$ cat src/rtl/dma_seq_ctrl.sv
// Per-burst DMA sequencer: start -> clear/init strobes, then per burst REQ/ack, BEATS data beats, step strobes, done.
// Setup costs 3 cycles, each burst at least BEATS+3; an unacked request stalls in REQ and rvalid gaps stall in DATA.
module dma_seq_ctrl #(
    parameter int  BURSTS_W = 4,
    parameter int  BEATS    = 4,
    localparam int BIDX_W   = (BEATS > 1) ? $clog2(BEATS) : 1
) (
    input  logic                clk_h,
    input  logic                rst_n,
    input  logic                start,
    input  logic                tgt,
    input  logic [BURSTS_W-1:0] num_bursts,
    input  logic                abort,
    output logic                sdram_req,
    input  logic                sdram_ack,
    input  logic                sdram_rvalid,
    output logic                mem_we,
    output logic                mem_sel,
    output logic [BIDX_W-1:0]   beat_idx,
    output logic                clear_addr,
    output logic                init_sdram_addr,
    output logic                init_mem1_addr,
    output logic                init_mem2_addr,
    output logic                add_sdram_addr,
    output logic                add_mem1_addr,
    output logic                add_mem2_addr,
    output logic                busy,
    output logic                done
);

    typedef enum logic [3:0] {
        S_IDLE,
        S_CLEAR,
        S_INIT_SD,
        S_INIT_MEM,
        S_REQ,
        S_DATA,
        S_STEP_SD,
        S_STEP_MEM,
        S_DONE
    } state_t;

    state_t                state_q, state_d;
    logic [BURSTS_W-1:0]   remaining_q, remaining_d;
    logic [BIDX_W-1:0]     beat_idx_q, beat_idx_d;
    logic                  mem_sel_q, mem_sel_d;

    always_ff @(posedge clk_h or negedge rst_n) begin
        if (!rst_n) begin
            state_q     <= S_IDLE;
            remaining_q <= '0;
            beat_idx_q  <= '0;
            mem_sel_q   <= 1'b0;
        end else begin
            state_q     <= state_d;
            remaining_q <= remaining_d;
            beat_idx_q  <= beat_idx_d;
            mem_sel_q   <= mem_sel_d;
        end
    end

    always_comb begin
        state_d     = state_q;
        remaining_d = remaining_q;
        beat_idx_d  = beat_idx_q;
        mem_sel_d   = mem_sel_q;
        if (abort) begin
            state_d     = S_IDLE;
            remaining_d = '0;
            beat_idx_d  = '0;
        end else begin
            case (state_q)
                S_IDLE: begin
                    if (start) begin
                        mem_sel_d = tgt;
                        if (num_bursts != '0) begin
                            remaining_d = num_bursts;
                            state_d     = S_CLEAR;
                        end else begin
                            state_d = S_DONE;
                        end
                    end
                end
                S_CLEAR:    state_d = S_INIT_SD;
                S_INIT_SD:  state_d = S_INIT_MEM;
                S_INIT_MEM: state_d = S_REQ;
                S_REQ: begin
                    if (sdram_ack) begin
                        beat_idx_d = '0;
                        state_d    = S_DATA;
                    end
                end
                S_DATA: begin
                    if (sdram_rvalid) begin
                        if (beat_idx_q == BIDX_W'(BEATS - 1)) begin
                            beat_idx_d = '0;
                            state_d    = S_STEP_SD;
                        end else begin
                            beat_idx_d = beat_idx_q + BIDX_W'(1);
                        end
                    end
                end
                S_STEP_SD:  state_d = S_STEP_MEM;
                S_STEP_MEM: begin
                    if (remaining_q != '0) begin
                        remaining_d = remaining_q - BURSTS_W'(1);
                    end
                    // a count of 0 here can only follow corruption; finish rather than spin
                    state_d = (remaining_q <= BURSTS_W'(1)) ? S_DONE : S_REQ;
                end
                S_DONE:     state_d = S_IDLE;
                default:    state_d = S_IDLE;
            endcase
        end
    end

    always_comb begin
        sdram_req       = 1'b0;
        mem_we          = 1'b0;
        clear_addr      = 1'b0;
        init_sdram_addr = 1'b0;
        init_mem1_addr  = 1'b0;
        init_mem2_addr  = 1'b0;
        add_sdram_addr  = 1'b0;
        add_mem1_addr   = 1'b0;
        add_mem2_addr   = 1'b0;
        done            = 1'b0;
        busy            = (state_q != S_IDLE);
        case (state_q)
            S_CLEAR:    clear_addr      = 1'b1;
            S_INIT_SD:  init_sdram_addr = 1'b1;
            S_INIT_MEM: begin
                init_mem1_addr = ~mem_sel_q;
                init_mem2_addr =  mem_sel_q;
            end
            S_REQ:      sdram_req       = 1'b1;
            S_DATA:     mem_we          = sdram_rvalid;
            S_STEP_SD:  add_sdram_addr  = 1'b1;
            S_STEP_MEM: begin
                add_mem1_addr = ~mem_sel_q;
                add_mem2_addr =  mem_sel_q;
            end
            S_DONE:     done            = 1'b1;
            default:    ;
        endcase
    end

    assign mem_sel  = mem_sel_q;
    assign beat_idx = beat_idx_q;

endmodule

$ cat config.mk
export PLATFORM = sky130hd
export DESIGN_NAME = dma_seq_ctrl
export DESIGN_NICKNAME = d
export VERILOG_FILES = /design/src/rtl/dma_seq_ctrl.sv
export SDC_FILE = /design/constraint.sdc
export NUM_CORES = 1
export LEC_CHECK = 0
export CAP_MARGIN = 5
export CORE_AREA = 2 2 46 80
export CTS_CLUSTER_SIZE = 24
export DETAILED_ROUTE_END_ITERATION = 10
export DIE_AREA = 0 0 48 82
export GPL_ROUTABILITY_DRIVEN = 0
export HOLD_SLACK_MARGIN = 0.02
export PLACE_DENSITY = 0.52
export SLEW_MARGIN = 20
export SYNTH_ARGS = -nofsm -noshare
export SYNTH_HDL_FRONTEND = slang
export SYNTH_SLANG_ARGS = --single-unit
$ cat constraint.sdc
create_clock -name clk_h -period 3.5 [get_ports clk_h]
set_clock_uncertainty 0.05 [all_clocks]
set_input_delay 0.525 -clock clk_h [delete_from_list [all_inputs] [get_ports clk_h]]
set_output_delay 0.525 -clock clk_h [all_outputs]
set_load 0.02 [all_outputs]
# After elaboration in Yosys (flattened, before gate mapping)
# Index checks and enable logic that the tools add are counted.
[totals] reg_bits=11 in_bits=11 output_inout_bits=14 wordCells=62
[op_classes] add_sub_neg=2 magnitude_cmp=1 n_eq_ne=15 muxes=28 bitwise_logic=2 reduce_logical=10
[op_table] operator="$mux 4" count=11
[op_table] operator="$pmux 4 s8" count=1
[op_table] operator="$ne 3x3->1 const B" count=6
[op_table] operator="$eq 4x3->1 const B" count=4
[op_table] operator="$reduce_bool 4->1" count=3
[op_table] operator="$mux 1" count=10
[op_table] operator="$eq 4x2->1 const B" count=2
[op_table] operator="$mux 2" count=4
[op_table] operator="$pmux 4 s2" count=1
[op_table] operator="$reduce_and 4->1" count=2
[op_table] operator="$reduce_and 3->1" count=2
[op_table] operator="$reduce_bool 3->1" count=2
[op_table] operator="$eq 4x1->1 const B" count=1
[op_table] operator="$eq 4x4->1 const B" count=1
[op_table] operator="$le 4x1->1 const B" count=1
[op_table] operator="$logic_not 4->1" count=1
[op_table] operator="$pmux 2 s2" count=1
[op_table] operator="$sub 4x1->4 const B" count=1
[op_table] operator="$add 2x1->2 const B" count=1
[op_table] operator="$eq 2x2->1 const B" count=1
[op_table] operator="$not 1->1" count=2

# Depth between registers and ports, before layout
[depth] word_depth=5 depth_mapped=6 mapped_depth_nobuf=6

# Worst setup path before layout
# No wires, ideal clock.
[synth_timing] path_kind="flip-flop to flip-flop" from="register state_q[1]" to="register remaining_q[0]" t_arrival_ns=1.903 setup_slack_ns=1.451 stages_incl_launch_ff=6 synth_period_minus_slack_ns=2.049 cell_sequence="dfrtp_1 -> buf_6 -> or4_4 -> o22a_1 -> or4_1 -> o31ai_1"
[synth_via] elab_chain_len=3 word_cells_on_any_way=9
[synth_rtl] element="from (decl)" line="43" text="state_t state_q, state_d;"
[synth_rtl] element="from (signal assigned)" line="55" text="state_q <= state_d;"
[synth_rtl] element="$eq 4x3->1 or $logic_not 4->1 (tied branches)" line="72" text="case (state_q)"
[synth_rtl] element="$ne 3x3->1 (no line) (tied with other cells)"
[synth_rtl] element="$reduce_and 4->1 (no line) or $mux 4 (tied branches)"
[synth_rtl] element="to (signal assigned)" line="56" text="remaining_q <= remaining_d;"
[synth_rtl] element="to (decl)" line="44" text="logic [BURSTS_W-1:0] remaining_q, remaining_d;"
# Parallel ways exist; a longest one is shown, timed or not.
# A chain may end at the register's enable or synchronous reset.

# Final worst setup path
[layout_timing] from="register state_q[0]" to="output add_mem1_addr"
[layout_via] elab_chain_len=2
[layout_rtl] element="$eq 4x3->1" line="129" text="case (state_q)"
[layout_rtl] element="$mux 1" line="129"
[layout_rtl] element="to (decl)" line="25" text="output logic add_mem1_addr,"
# No other way between the ends.

==> impl_metrics.ini <==
[clocking]
cts_tree = yes
hold_buffers = 0
post_cts_buffers = 0
cts.sinks = 11
root_buffer = clkbuf_8
cts_resized = 0
h-tree-depth = 1
cts.clk_slew.worst_paths_ns = 0.05
cts_max_path_buffers = 2
clk_latency_ns = 0.24
cts_buffers = 3

[timing]
rsz0062_at_grt = no
worst_pin_slew_ns = 0.5547
final.min_clock_period_ns = 2.716
finalSetupViolCount = 0
drv_slew = 0
max_freq_ghz = 0.3681
finalSetupTns_ns = 0
hold_viol_final = 0
period_share_pct = 77.61
relSlewSlack_pct = 62.90
fin_ws_ns = 0.7837

[floorplanning]
die_area_um2 = 3936
ios = 25
core_region_area_um2 = 3328
start_util_pct = 23.95
placementRows = 28
die_x_um = 48
die-height_um = 82

[drt]
vias = 823
first_iter_violations = 30
dr.pass1.iters = 4
routed_via_density = 5.144
drt-total-wl_um = 2219
wire_per_inst_um = 13.87
drc_errors = 0
ant_nets = 0

[synthesis]
synth_seq_cells = 11
yosysUniqueCellTypes = 31
synth_area_um2 = 797.0
yosys.area.top_type_share_pct = 34.54
netlist_instances = 93
synth_top_area_cell = dfrtp_1
syn-num-nets = 107
yosysWarningCount = 0
ys_seq_area_share_pct = 34.54
yosys-top-cells-area = dfrtp_1 (35%), nor2_1 (5.7%), ha_1 (4.7%), nor3b_1 (4.7%), nor4_1 (3.9%)
avgSynthCellArea_um2 = 8.570

[critical_path]
endpoint_kind = primary output
path_max_fanout = 13
cp.arrival_ns = 2.14
crit_type = reg -> out
worstPathRequired_ns = 2.92
start_kind = flip-flop

[global_routing]
grt_pass1_wl_um = 3201
grt_pass1_vias = 766
gr-total-overflow = 0
grt_usage_pct = 11.42
grt_max_degree = 14
antenna_found_initial = 0

[outcome]
status = complete, no violations

[finish]
drive_above_1_share_pct = 6.957
fillers = 352
finalNetCount = 130
area_growth_pct = 38.93
insertedDiodeCount = 0

[pwr]
leakage_nw = 0.4428
vdd_drop_max_v = 0.0001364
power_density_nw_per_um2 = 422.3

[placement]
dp_hpwl_um = 1698
io_buffers = 24
place_ws_ns = 1.042

[min_path]
min_path_type = reg -> reg

[run]
cap_violations = 0
-- routing by layer --
metal	up-vias	wire length, um	GRT usage [%]
li1	390	-	-
met5	-	0	0
met2	28	1202	19.47
met3	2	65	1.538
met1	403	916	11.91
met4	0	34	8.108
-- Yosys cell counts --
| cell type | n |
|---|---|
| a2111oi_0 | 1 |
| a21o_1 | 1 |
| a21oi_1 | 6 |
| a31o_2 | 1 |
| and3_1 | 2 |
| buf_2 | 1 |
| buf_6 | 1 |
| clkbuf_1 | 4 |
| dfrtp_1 | 11 |
| ha_1 | 3 |
| inv_1 | 5 |
| mux2_2 | 2 |
| mux2i_1 | 2 |
| nand2_1 | 3 |
| nand2b_1 | 3 |
| nand3_1 | 2 |
| nand4b_1 | 2 |
| nor2_1 | 12 |
| nor3_1 | 5 |
| nor3b_1 | 5 |
| nor4_1 | 5 |
| nor4b_1 | 1 |
| o221ai_1 | 1 |
| o22a_1 | 1 |
| o311ai_0 | 2 |
| o31ai_1 | 4 |
| or2_1 | 1 |
| or2_2 | 1 |
| or2b_1 | 1 |
| or4_1 | 3 |
| or4_4 | 1 |
-- placed cells by master (no fill, tap or decap) --
master,count
a31o_2,1
or4_4,1
nor4b_1,1
or2b_1,1
mux2_2,2
nor3b_1,5
nor4_1,5
a21o_1,1
or4_1,3
o31ai_1,4
mux2i_1,2
clkbuf_1,1
nand4b_1,2
nand3_1,2
or2_1,1
nand2_1,3
or2_2,1
clkbuf_8,3
a2111oi_0,1
o221ai_1,1
nor2_1,12
o311ai_0,2
o22a_1,1
inv_1,5
dfrtp_1,11
a21oi_1,6
ha_1,3
and3_1,2
nor3_1,5
clkdlybuf4s50_1,24
nand2b_1,3
-- sequential cells by signal, indices dropped and copies added, names as in the netlist --
register,cells
remaining_q,4
state_q,4
beat_idx,2
mem_sel,1
-- through the flow --
step / cells / hold WS [ns] / total power [mW] / util (%) / area, um^2
2_1_floorplan: 93 / 0.1794 / 0.2760 / - / 797.0
3_3_place_gp: 156 / 0.5069 / 0.3380 / 31.92 / 1062
3_5_place_dp: 156 / 0.5116 / 0.3383 / 31.92 / 1062
4_1_cts: 160 / 0.5233 / 0.4711 / 33.27 / 1107
5_1_grt: 160 / 0.5437 / 0.4964 / 33.27 / 1107
6_report: 160 / 0.5359 / 0.4676 / 33.27 / 1107
-- final timing paths --
kind,startpoint,to,slack (ns),depth (start not counted)
max in group asynchronous,rst_n,remaining_q[0],2.44,1
min,remaining_q[1],remaining_q[1],0.54,1
min in group asynchronous,rst_n,mem_sel,0.59,1
max,state_q[0],add_mem1_addr,0.78,3
max reg2reg,state_q[0],remaining_q[0],1.29,4
min reg2reg,remaining_q[1],remaining_q[1],0.54,1
-- kinds of logic after synthesis --
family	Yosys count	share of synthesized area [%]
AO/OA/AOI/OAI	17	15.07
adder cells (fa/ha/maj)	3	4.710
buffers and inverters	11	6.278
flip-flops	11	34.54
multiplexers	4	5.337
AND/OR/NAND/NOR	47	34.07
-- critical path, cell delays in order, from the launching register on --
cell             delay [ns]
dfrtp_1                0.55
nand4b_1               0.49
nor2_1                 0.23
clkdlybuf4s50_1        0.63
-- layout make-up --
type / instances / area [um^2] / share of cell area, %
flip-flops and latches: 11 / 275.3 / 24.86
well taps: 45 / 56.30 / 5.085
repair buffers: 24 / 240.2 / 21.69
clock buffers: 4 / 45.04 / 4.068
inverters: 5 / 18.77 / 1.695
multi-input cells: 71 / 471.7 / 42.60
-- power breakdown --
part | switching (mW) | leakage, nW | internal [mW] | total, mW
combinational | 0.0823 | 0.272 | 0.0792 | 0.161
clock | 0.0504 | 0.0228 | 0.0802 | 0.131
sequential | 0.0312 | 0.148 | 0.144 | 0.176
Power figures use the tool's default switching activity.
